`src/rtl/rtc_pkg.sv`:
```
// Shared definitions for the V3023 RTC access blocks: bus widths, refresh
// defaults and the access sequencer state encoding.
package rtc_pkg;

    localparam int RTC_ADDR_W = 8;
    localparam int RTC_DATA_W = 8;

    localparam logic [RTC_ADDR_W-1:0] DEFAULT_BASE_ADDR = 8'h21;
    localparam int                    DEFAULT_NUM_REGS  = 6;

    typedef enum logic [1:0] {
        ST_IDLE   = 2'd0,
        ST_LAUNCH = 2'd1,
        ST_WAIT   = 2'd2,
        ST_DONE   = 2'd3
    } rtc_state_t;

endpackage

```
`src/rtl/rtc_watchdog.sv`:
```
// Cycle watchdog for RTC transfers: cleared by the owner, counts while
// enabled, and pulses expire on the TIMEOUT-th enabled cycle.
module rtc_watchdog #(
    parameter int TIMEOUT = 63,
    parameter int CNT_W   = 6
) (
    input  logic clk,
    input  logic reset,
    input  logic clear,
    input  logic enable,
    output logic expire
);

    logic [CNT_W-1:0] count;

    // NOTE: state registers use non-blocking assignments so every flop
    // samples the pre-edge value of its neighbours.
    always_ff @(posedge clk or negedge reset) begin
        if (!reset) begin
            count <= '0;
        end else if (clear) begin
            count <= '0;
        end else if (enable) begin
            count <= count + 1'b1;
        end
    end

    assign expire = enable && !clear && (count == CNT_W'(TIMEOUT - 1));

endmodule

```
`src/rtl/rtc_access_sequencer.sv`:
```
// Arbitrates user writes and periodic refresh reads onto the shared V3023
// transfer engine, drives the multiplexed A/D bus and builds the snapshot.
module rtc_access_sequencer
    import rtc_pkg::*;
#(
    parameter int                    NUM_REGS  = DEFAULT_NUM_REGS,
    parameter logic [RTC_ADDR_W-1:0] BASE_ADDR = DEFAULT_BASE_ADDR,
    parameter int                    TIMEOUT   = 63
) (
    input  logic                           clk,
    input  logic                           reset,
    input  logic                           wr_req,
    input  logic [RTC_ADDR_W-1:0]          wr_addr,
    input  logic [RTC_DATA_W-1:0]          wr_data,
    output logic                           wr_ack,
    input  logic                           refresh_tick,
    output logic [RTC_DATA_W*NUM_REGS-1:0] snap_data,
    output logic                           snap_valid,
    output logic                           busy,
    output logic                           timeout_err,
    output logic                           acceso,
    output logic                           rd_nwr,
    input  logic                           avalid,
    input  logic                           wvalid,
    input  logic                           rvalid,
    input  logic                           frw,
    output logic [RTC_DATA_W-1:0]          bus_out,
    output logic                           bus_oe,
    input  logic [RTC_DATA_W-1:0]          bus_in
);

    localparam int IDX_W = 3;

    rtc_state_t              state;
    logic [IDX_W-1:0]        idx;
    logic                    pending;
    logic [RTC_ADDR_W-1:0]   addr_q;
    logic [RTC_DATA_W-1:0]   data_q;
    logic [RTC_DATA_W-1:0]   capture;
    logic                    wd_expire;

    rtc_watchdog #(
        .TIMEOUT (TIMEOUT),
        .CNT_W   (6)
    ) u_watchdog (
        .clk    (clk),
        .reset  (reset),
        .clear  (state == ST_IDLE),
        .enable ((state == ST_LAUNCH) || (state == ST_WAIT)),
        .expire (wd_expire)
    );

    always_ff @(posedge clk or negedge reset) begin
        if (!reset) begin
            state       <= ST_IDLE;
            idx         <= '0;
            pending     <= 1'b0;
            addr_q      <= '0;
            data_q      <= '0;
            acceso      <= 1'b0;
            rd_nwr      <= 1'b0;
            wr_ack      <= 1'b0;
            snap_valid  <= 1'b0;
            snap_data   <= '0;
            timeout_err <= 1'b0;
        end else begin
            wr_ack     <= 1'b0;
            snap_valid <= 1'b0;
            if (refresh_tick) begin
                pending <= 1'b1;
            end

            unique case (state)
                ST_IDLE: begin
                    if (wr_req) begin
                        addr_q <= wr_addr;
                        data_q <= wr_data;
                        rd_nwr <= 1'b0;
                        acceso <= 1'b1;
                        state  <= ST_LAUNCH;
                    end else if (pending) begin
                        addr_q <= BASE_ADDR + RTC_ADDR_W'(idx);
                        rd_nwr <= 1'b1;
                        acceso <= 1'b1;
                        state  <= ST_LAUNCH;
                    end
                end

                // An early frw is taken as a normal completion.
                ST_LAUNCH: begin
                    if (frw) begin
                        acceso <= 1'b0;
                        wr_ack <= !rd_nwr;
                        state  <= ST_DONE;
                    end else if (wd_expire) begin
                        acceso      <= 1'b0;
                        timeout_err <= 1'b1;
                        state       <= ST_IDLE;
                    end else if (avalid) begin
                        acceso <= 1'b0;
                        state  <= ST_WAIT;
                    end
                end

                ST_WAIT: begin
                    if (frw) begin
                        wr_ack <= !rd_nwr;
                        state  <= ST_DONE;
                    end else if (wd_expire) begin
                        timeout_err <= 1'b1;
                        state       <= ST_IDLE;
                    end
                end

                // Clearing pending here also drops a tick landing on the last read.
                ST_DONE: begin
                    state <= ST_IDLE;
                    if (rd_nwr) begin
                        snap_data[int'(idx)*RTC_DATA_W +: RTC_DATA_W] <= capture;
                        if (idx == IDX_W'(NUM_REGS - 1)) begin
                            idx        <= '0;
                            pending    <= 1'b0;
                            snap_valid <= 1'b1;
                        end else begin
                            idx <= idx + 1'b1;
                        end
                    end
                end

                default: state <= ST_IDLE;
            endcase
        end
    end

    always_ff @(posedge clk or negedge reset) begin
        if (!reset) begin
            capture <= '0;
        end else if (rvalid && rd_nwr) begin
            capture <= bus_in;
        end
    end

    assign busy = (state != ST_IDLE);

    // NOTE: every output of this combinational block gets a default first,
    // so no path leaves it unassigned and no latch is inferred.
    always_comb begin
        bus_oe  = 1'b0;
        bus_out = '0;
        if (state != ST_IDLE) begin
            if (avalid) begin
                bus_oe  = 1'b1;
                bus_out = addr_q;
            end else if (wvalid && !rd_nwr) begin
                bus_oe  = 1'b1;
                bus_out = data_q;
            end
        end
    end

endmodule

```
`config.mk`:
```
export PLATFORM = sky130hd
export DESIGN_NAME = rtc_access_sequencer
export DESIGN_NICKNAME = d
export VERILOG_FILES = /design/src/rtl/rtc_pkg.sv /design/src/rtl/rtc_watchdog.sv /design/src/rtl/rtc_access_sequencer.sv
export SDC_FILE = /design/constraint.sdc
export NUM_CORES = 1
export LEC_CHECK = 0
export ABC_AREA = 1
export BUFFER_PORTS_ARGS = -buffer_cell sky130_fd_sc_hd__buf_2
export CAP_MARGIN = 0
export CORE_MARGIN = 2
export CORE_UTILIZATION = 50
export CTS_BUF_LIST = sky130_fd_sc_hd__clkbuf_8
export DETAILED_ROUTE_END_ITERATION = 12
export GPL_TIMING_DRIVEN = 0
export HOLD_SLACK_MARGIN = 0.02
export PLACE_DENSITY = 0.76
export SLEW_MARGIN = 20
export SYNTH_ARGS = -nofsm -noshare
export SYNTH_HDL_FRONTEND = slang
export SYNTH_HIERARCHICAL = 1
export SYNTH_SLANG_ARGS = --single-unit
```
`constraint.sdc`:
```
create_clock -name clk -period 3.1 [get_ports clk]
set_clock_uncertainty 0.05 [all_clocks]
set_input_delay 0.155 -clock clk [delete_from_list [all_inputs] [get_ports clk]]
set_output_delay 0.155 -clock clk [all_outputs]
set_load 0.01 [all_outputs]
```
Yosys cells after proc, flatten, opt, wreduce, memory -nomap -nowiden
Index checks and enable logic that the tools add are counted.
W data, S select, Z words.
- bits of input ports: 32
- register bits: 89
- eq/ne operators: 8
- add/subtract/negate cells: 4
- bitwise operators: 1
- shifts and indexed selects: 2
- multiplexer cells: 36
- reduce and logical (&&, ||, !) cells: 19
- operators by type and width (operator ; count):
    $bwmux W48 ; 1
    $shift A8 B33 Y48 const A ; 1
    $shiftx A8 B33 Y48 ; 1
    $mux W8 ; 5
    $neg A6 Y33 ; 1
    $mux W1 ; 18
    $mux W2 ; 7
    $mux W6 ; 2
    $reduce_and A3 Y1 ; 3
    $pmux W2 S4 ; 1
    $reduce_bool A2 Y1 ; 4
    $add A6 B3 Y7 const A ; 1
    $add A6 B1 Y6 const B ; 1
    $eq A6 B6 Y1 const B ; 1
    $reduce_and A2 Y1 ; 3
    $eq A2 B2 Y1 const B ; 2
    $logic_and A1 B1 Y1 ; 4
    $ne A4 B3 Y1 const B ; 1
    $add A3 B1 Y3 const B ; 1
    $eq A3 B3 Y1 const B ; 1
    $mux W3 ; 1
    $ne A3 B2 Y1 const B ; 1
    $ne A3 B3 Y1 const B ; 1
    $eq A2 B1 Y1 const B ; 1
    other kinds (6) ; 7

Depth between registers and ports, before layout
Gate-level depths: netlist (run 1).
- word-level depth: 7
- depth in mapped cells: 12

Cells and area by module
Netlist (run 1), hierarchy kept.
- by module, submodules not included (module ; instances ; area each (um^2) ; cells each):
    rtc_access_sequencer ; 1 ; 3981.3 ; 464
    rtc_watchdog ; 1 ; 314.1 ; 41

Least setup slack after synthesis (run 1)
OpenSTA, ideal clock, no wires.
- path kind: reg-to-reg
- start point: register idx[0]
- end point: register snap_data[14]
- stages on the path, launching flop included: 12
- path slack: 1.050 ns
- required time: 2.932 ns
- arrival time: 1.883 ns
- setup time: 0.118 ns
- path buffers: 3
- cell sequence: dfrtp_1 > buf_4 > inv_6 > buf_6 > ha_1 > ha_1 > inv_2 > nor2_1 > nand2_2 > buf_6 > nand2_1 > o21ai_2
- longest elaborated chain between the ends: 3
- elaborated cells between the ends (all ways): 4
- those cells by class: add/sub: 1; shift: 2; mux: 1
- RTL lines (element ; line ; text):
    start, declared ; rtc_access_sequencer.sv:35 ; logic [IDX_W-1:0] idx;
    start signal, assigned ; rtc_access_sequencer.sv:125 ; idx <= idx + 1'b1;
    $neg A6 Y33 (*) ; rtc_access_sequencer.sv:119 ; snap_data[int'(idx)*RTC_DATA_W +: RTC_DATA_W] <= capture;
    $shiftx A8 B33 Y48 / $shift A8 B33 Y48 (equally long branches) ; rtc_access_sequencer.sv:119 ;
    $bwmux W48 (*) ; rtc_access_sequencer.sv:119 ;
    end signal, assigned by index ; rtc_access_sequencer.sv:119 ;
    end, declared ; rtc_access_sequencer.sv:17 ; output logic [RTC_DATA_W*NUM_REGS-1:0] snap_data,
Mark *: on every way between the ends. The rest lies on a longest branch, timed or not.
A chain may end at the register's enable or synchronous reset.

Worst setup path in the final report (run 1)
- start point: register idx[0]
- end point: register snap_data[0]
Same word-level chain as after synthesis.

==> results.yml, run 1 <==
timing:
  period_share: 0.732
  setup_viol_count_final: 0
  worst_slew_pin_slew_ns: 0.671
  finalHoldViolCount: 0
  relSlewSlack: 0.553
  rsz0062_at_grt: "false"
  tns_ns: 0
  fmax_mhz: 441
  min_period_ns: 2.27
  slew_violations: 0
layout:
  layout_common_cells: "nand2_1, buf_2, dfrtp_1, nor2_1, inv_1"
  fin_nets: 677
  drive_gt1_frac: 0.239
  final_common_cell: "nand2_1"
  area_growth_pct: 25.7
  num-fill-cells: 692
  diodes: 0
  stdcell_area_sq_um: 5400
cts:
  path_clk_slew_ns: 0.08
  root_buffer: "clkbuf_8"
  htree_num_levels: 3
  cts_tree: "done"
  cts.repair.resized: 0
  cts_buffer_depth: 2
  cts_inserted_buffers: 9
  clock_sinks: 89
  clkLatencyLatePin_ns: 0.36
  post_cts_buffers: 0
synth:
  synth_area_leaders: "dfrtp_1, nand2_1, nor2_1, inv_1, o21ai_0"
  yosysTopAreaCell: "dfrtp_1"
  avgSynthCellArea_sq_um: 8.51
  yosysUniqueCellTypes: 35
  syn-cell-area_sq_um: 4300
  syn-instance-count: 505
  ys_ff_latch: 89
  synth_nets: 548
  yosysWarnings: 6
  seq_area_frac_synth: 0.518
  synth_top_cell_area_share: 0.518
global_routing:
  track_usage: 0.221
  grt_antenna_before_repair: 0
  grt_max_degree: 53
  grt_pass1_wl_um: 17200
  grt_pass1_vias: 3708
  grt_remaining_overflow: 0
detailed_routing:
  wl_met3_um: 494
  wl_um: 9930
  drc: 0
  antenna_left: 0
  wl_met2_um: 4840
  wl_met1_um: 4470
  maxUsedRoutingLayer: "met4"
  first_pass_iters: 4
  drtIter0Drc: 170
  dr_total_vias: 3727
  via_per_inst: 5.01
  wl_per_cell_um: 13.3
floorplan:
  die_w_um: 96.7
  rows: 33
  core_sq_um: 8260
  initial_core_util: 0.520
  dieHeight_um: 96.7
  dieArea_sq_um: 9350
  ioPinCount: 95
critical_path:
  crit_arrival_ns: 2.50
  critPathCaptureType: "register"
  crit_path_start_kind: "register"
  cp_max_fo: 10
  critical_path_class: "reg -> reg"
  cp.required_ns: 3.33
power:
  total_leakage_power_nw: 2.93
  ir_drop_mv: 0.489
  power.density_nw_per_um2: 844
place:
  place.gp.congestion: 0.876
  dp.final_hpwl_um: 7010
  portBuffers: 93
  placed_area_sq_um: 4910
hold_path:
  min_path_type: "in -> reg"
run_status:
  status: "finished, final reports clean"
job:
  maxCapViolCount: 0
==> critical path: stages (launching register included) <==
cell,delay (ns)
dfrtp_1,0.38
buf_4,0.20
inv_6,0.06
buf_6,0.14
ha_1,0.22
ha_1,0.39
nor3_1,0.27
nand2_2,0.17
buf_6,0.18
o21ai_1,0.13
==> cells by family (layout without fill, tap and decap cells) <==
group	Yosys count	in the layout	synth area share
xor+xnor	1	1	0.00204
simple gates	255	255	0.270
compound gates	82	82	0.105
fa+ha+maj	11	11	0.0320
flops	89	89	0.518
buf+inv	67	201	0.0722
==> path summary, 6_finish.rpt <==
path	start	endpoint	slack [ns]	cells after the start
min in group asynchronous	reset	snap_data[10]$_DFFE_PN0P_	0.31	2
min reg2reg	snap_data[44]$_DFFE_PN0P_	snap_data[44]$_DFFE_PN0P_	0.43	2
max in group asynchronous	reset	capture[6]$_DFFE_PN0P_	2.05	3
max	idx[0]$_DFFE_PN0P_	snap_data[0]$_DFFE_PN0P_	0.83	9
max reg2reg	idx[0]$_DFFE_PN0P_	snap_data[0]$_DFFE_PN0P_	0.83	9
min	bus_in[1]	capture[1]$_DFFE_PN0P_	0.03	3
==> layout make-up <==
cell class                 count  area [sq um]  share of cell area
clock inverter                 6           106              0.0197
buffer                        14           106              0.0197
multi-input combinational    349          1760               0.326
tap                          105           131              0.0243
clock buffer                  10           138              0.0255
inverter                      53           204              0.0378
sequential                    89          2230               0.413
timing repair buffer         118           728               0.135
==> cells in the mapped netlist <==
library cell and number:
clkbuf_1 2, xnor2_1 1, nor2_1 58, nor2_2 3, o211ai_1 1, o21ai_2 2, a31o_2 1, inv_6 1
o21ai_0 29, a21oi_1 12, a21o_1 1, dfrtp_1 89, or2_2 1, nor3_1 5, buf_2 4, nand3_2 3
nor2_4 1, nand4_4 1, o22ai_1 2, nand2_8 1, nand2_1 145, nor2_8 3, inv_1 46, buf_6 5
a31oi_1 1, nor3_2 1, ha_1 11, o21bai_1 8, buf_4 3, nand3_1 25, o21ai_1 25, nand2_2 5
inv_2 6, nand3_4 1, nand2_4 2
==> state kept, by name, indices dropped and copies added, names as in the netlist <==
register / count
addr_q: 8
state: 2
pending: 1
snap_valid: 1
idx: 3
data_q: 8
rd_nwr: 1
acceso: 1
timeout_err: 1
capture: 8
wr_ack: 1
u_watchdog/count: 6
snap_data: 48
==> layer usage <==
layer  global-route usage  vias to the layer above
li1                     -                     1854
met1                0.287                     1761
met2                0.370                      102
met3               0.0513                       10
met4               0.0672                        0
met5                    0                        -
==> repair_timing <==
action                     in CTS  in global routing
hold endpoints to repair       74                  0
setup endpoints to repair       0                  0
hold buffers                   24                  0
==> power breakdown <==
group	internal, W	total (W)	switching [W]
Combinational	0.000646	0.00194	0.00130
Sequential	0.00147	0.00165	0.000172
Clock	0.000553	0.000968	0.000415
Total	0.00267	0.00456	0.00189
==> per-stage QoR <==
stage | utilization | hold slack, ns | cells | power (W) | setup WS [ns]
finish | 0.654 | 0.0294 | 744 | 0.00456 | 0.830
global route | 0.654 | 0.0659 | 744 | 0.00491 | 0.665
CTS | 0.654 | 0.0249 | 744 | 0.00456 | 0.825
detailed placement | 0.595 | 0.187 | 704 | 0.00357 | 0.855
global placement | 0.592 | 0.300 | 703 | 0.00350 | 0.895
floorplan | - | -0.191 | 505 | 0.00301 | 1.05
No activity file was read; power rests on OpenSTA's default activity.
==> run 2, diff against run 1 <==
Settings changed: ABC_AREA 1 to 0, PLACE_DENSITY 0.76 to 0.8.
Clock period 3.1 ns to 2.05 ns, I/O delays scaled along.
==> results.yml, run 2 <==
critical_path:
  r2r-end: "snap_data[2]$_DFFE_PN0P_"
  crit_arrival_ns: 2.17
  r2r_cells: 8
  slowest_stage: "dfrtp_1"
  critical_path_class: "reg -> reg"
  critPathCaptureType: "register"
  crit_top_cell: "buf_4"
  cp_max_fo: 8
  r2r-start: "idx[0]$_DFFE_PN0P_"
  path_cells: "buf_6, inv_8, ha_4, buf_4, nor4_2, nand4bb_1, buf_4, mux2_2"
  crit_path_start_kind: "register"
  cp-startpoint: "idx[0]$_DFFE_PN0P_"
  cp.required_ns: 2.23
  cpLargestDelayFamily: "buffers and inverters"
  slowest_delay_ns: 0.39
  r2r_slack_ns: 0.06
  path_buf_inv: 4
cts:
  path_clk_slew_ns: 0.09
  clkLatencyLatePin_ns: 0.34
  cts_buffer_depth: 2
  cts_inserted_buffers: 9
  cts_tree: "done"
  root_buffer: "clkbuf_8"
  clock_sinks: 89
  htree_num_levels: 3
layout:
  area_growth_pct: 33.5
  drive_gt1_frac: 0.409
  largest_register_ffs: 48
  final_common_cell: "buf_2"
  diodes: 0
  fin_nets: 532
  stdcell_area_sq_um: 5500
  layout_common_cells: "buf_2, dfrtp_1, mux2_2, nand2_1"
  largest_register: "snap_data"
  num-fill-cells: 608
synth:
  yosysUniqueCellTypes: 47
  avgSynthCellArea_sq_um: 11.9
  yosysWarnings: 6
  async_reset_ff_frac: 1.00
  yosysTopAreaCell: "dfrtp_1"
  seq_area_frac_synth: 0.540
  synth-edff-count: 0
  yosysMostFrequentCell: "dfrtp_1"
  synth_flop_cell: "dfrtp_1"
  syn-instance-count: 345
  ys_ff_latch: 89
  synth.cells.most_frequent: "dfrtp_1, mux2_2, nand2_1, nor2_1"
  synth_area_leaders: "dfrtp_1, mux2_2, mux2i_1, ha_1, nand2_1"
  synth_top_cell_area_share: 0.540
  synth_nets: 388
  syn-cell-area_sq_um: 4120
global_routing:
  grt_remaining_overflow: 0
  grt_pass1_wl_um: 14900
  grt_antenna_before_repair: 0
  grt_pass1_vias: 3145
  grt_max_degree: 47
  track_usage: 0.215
floorplan:
  ioPinCount: 95
  initial_core_util: 0.509
  rows: 33
  dieHeight_um: 94.8
  core_sq_um: 8090
  dieArea_sq_um: 8990
  die_w_um: 94.8
place:
  placed_area_sq_um: 4800
  portBuffers: 94
  place.gp.congestion: 0.771
  dp.final_hpwl_um: 6240
timing:
  worst_slew_pin_slew_ns: 0.655
  rsz0062_at_grt: "true"
  setup_viol_count_final: 0
  finalHoldViolCount: 0
  tns_ns: 0
  period_share: 0.972
  fmax_mhz: 502
  slew_violations: 0
  min_period_ns: 1.99
  relSlewSlack: 0.560
detailed_routing:
  antenna_left: 0
  first_pass_iters: 4
  wl_per_cell_um: 15.6
  drc: 0
  wl_um: 9340
  via_per_inst: 5.17
  drtIter0Drc: 130
  dr_total_vias: 3099
job:
  maxCapViolCount: 0
run_status:
  status: "finished, final reports clean"
hold_path:
  holdCritStartpoint: "wr_addr[0]"
  holdPathEnd: "addr_q[0]$_DFFE_PN0P_"
  min_path_type: "in -> reg"
  holdPathStages: 3
power:
  power.density_nw_per_um2: 1370
  total_leakage_power_nw: 2.75
  ir_drop_mv: 0.761
## run 2: cell type report
| class | instances | area, sq um | share of cell area |
|---|---|---|---|
| flip-flops and latches | 89 | 2230 | 0.405 |
| multi-input cells | 218 | 1860 | 0.338 |
| repair buffers | 135 | 880 | 0.160 |
| clock buffers | 10 | 138 | 0.0250 |
| well taps | 105 | 131 | 0.0239 |
| inverters | 24 | 97.6 | 0.0177 |
| clock inverters | 6 | 83.8 | 0.0152 |
| plain buffers | 12 | 81.3 | 0.0148 |
## run 2: worst max path at each step
stage / endpoint / slack [ns] / depth (start not counted)
after floorplan: snap_data[32]$_DFFE_PN0P_ / -0.02 / 7
after global placement: state[0]$_DFFE_PN0P_ / -0.27 / 7
after detailed placement: state[0]$_DFFE_PN0P_ / -0.32 / 7
after CTS: snap_data[36]$_DFFE_PN0P_ / -0.03 / 8
after global routing: snap_data[6]$_DFFE_PN0P_ / -0.007 / 8
final: snap_data[2]$_DFFE_PN0P_ / 0.06 / 8
## run 2: per-stage QoR
stage,setup WS (ns),total power (W),util,hold WS [ns],std cells
floorplan,-0.0184,0.00487,-,-0.243,345
global placement,-0.272,0.00578,0.589,0.272,544
detailed placement,-0.316,0.00589,0.593,0.0886,545
CTS,-0.0302,0.00745,0.669,0.0292,595
global route,-0.00695,0.00806,0.680,0.0544,599
finish,0.0574,0.00751,0.680,0.0501,599
## run 2: worst reg2reg max path, cell delays in order (launching register included)
cell and delay (ns):
dfrtp_1 0.39, buf_6 0.14, inv_8 0.05, ha_4 0.18, buf_4 0.17, nor4_2 0.29
nand4bb_1 0.14, buf_4 0.19, mux2_2 0.28
## run 2: routing by layer
metal	vias up	GRT usage	routed length (um)
met5	-	0	0
met4	0	0.0821	177
met3	19	0.0471	545
met2	100	0.372	4660
met1	1505	0.264	3960
li1	1475	-	-
## run 2: logic make-up after synthesis
| family | after synthesis | synth area share |
|---|---|---|
| AND/OR/NAND/NOR | 95 | 0.128 |
| flip-flops | 89 | 0.540 |
| AO/OA/AOI/OAI | 34 | 0.0568 |
| multiplexers | 73 | 0.192 |
| buffers and inverters | 38 | 0.0389 |
| XOR/XNOR | 5 | 0.0106 |
| adder cells (fa/ha/maj) | 11 | 0.0334 |
## run 2: what timing repair did
| action | 4_1_cts | 5_1_grt |
|---|---|---|
| hold buffers | 25 | 0 |
| gates resized for setup | 16 | 16 |
| setup buffers | 10 | 5 |
| endpoints found under the hold margin | 67 | 0 |
| pin swaps | 5 | 5 |
| setup endpoints to repair | 60 | 52 |
## run 2: power by group
part	leakage (nW)	internal [W]	switching (W)
logic	1.47	0.00160	0.00178
registers	1.17	0.00238	0.000445
clock network	0.115	0.000714	0.000594
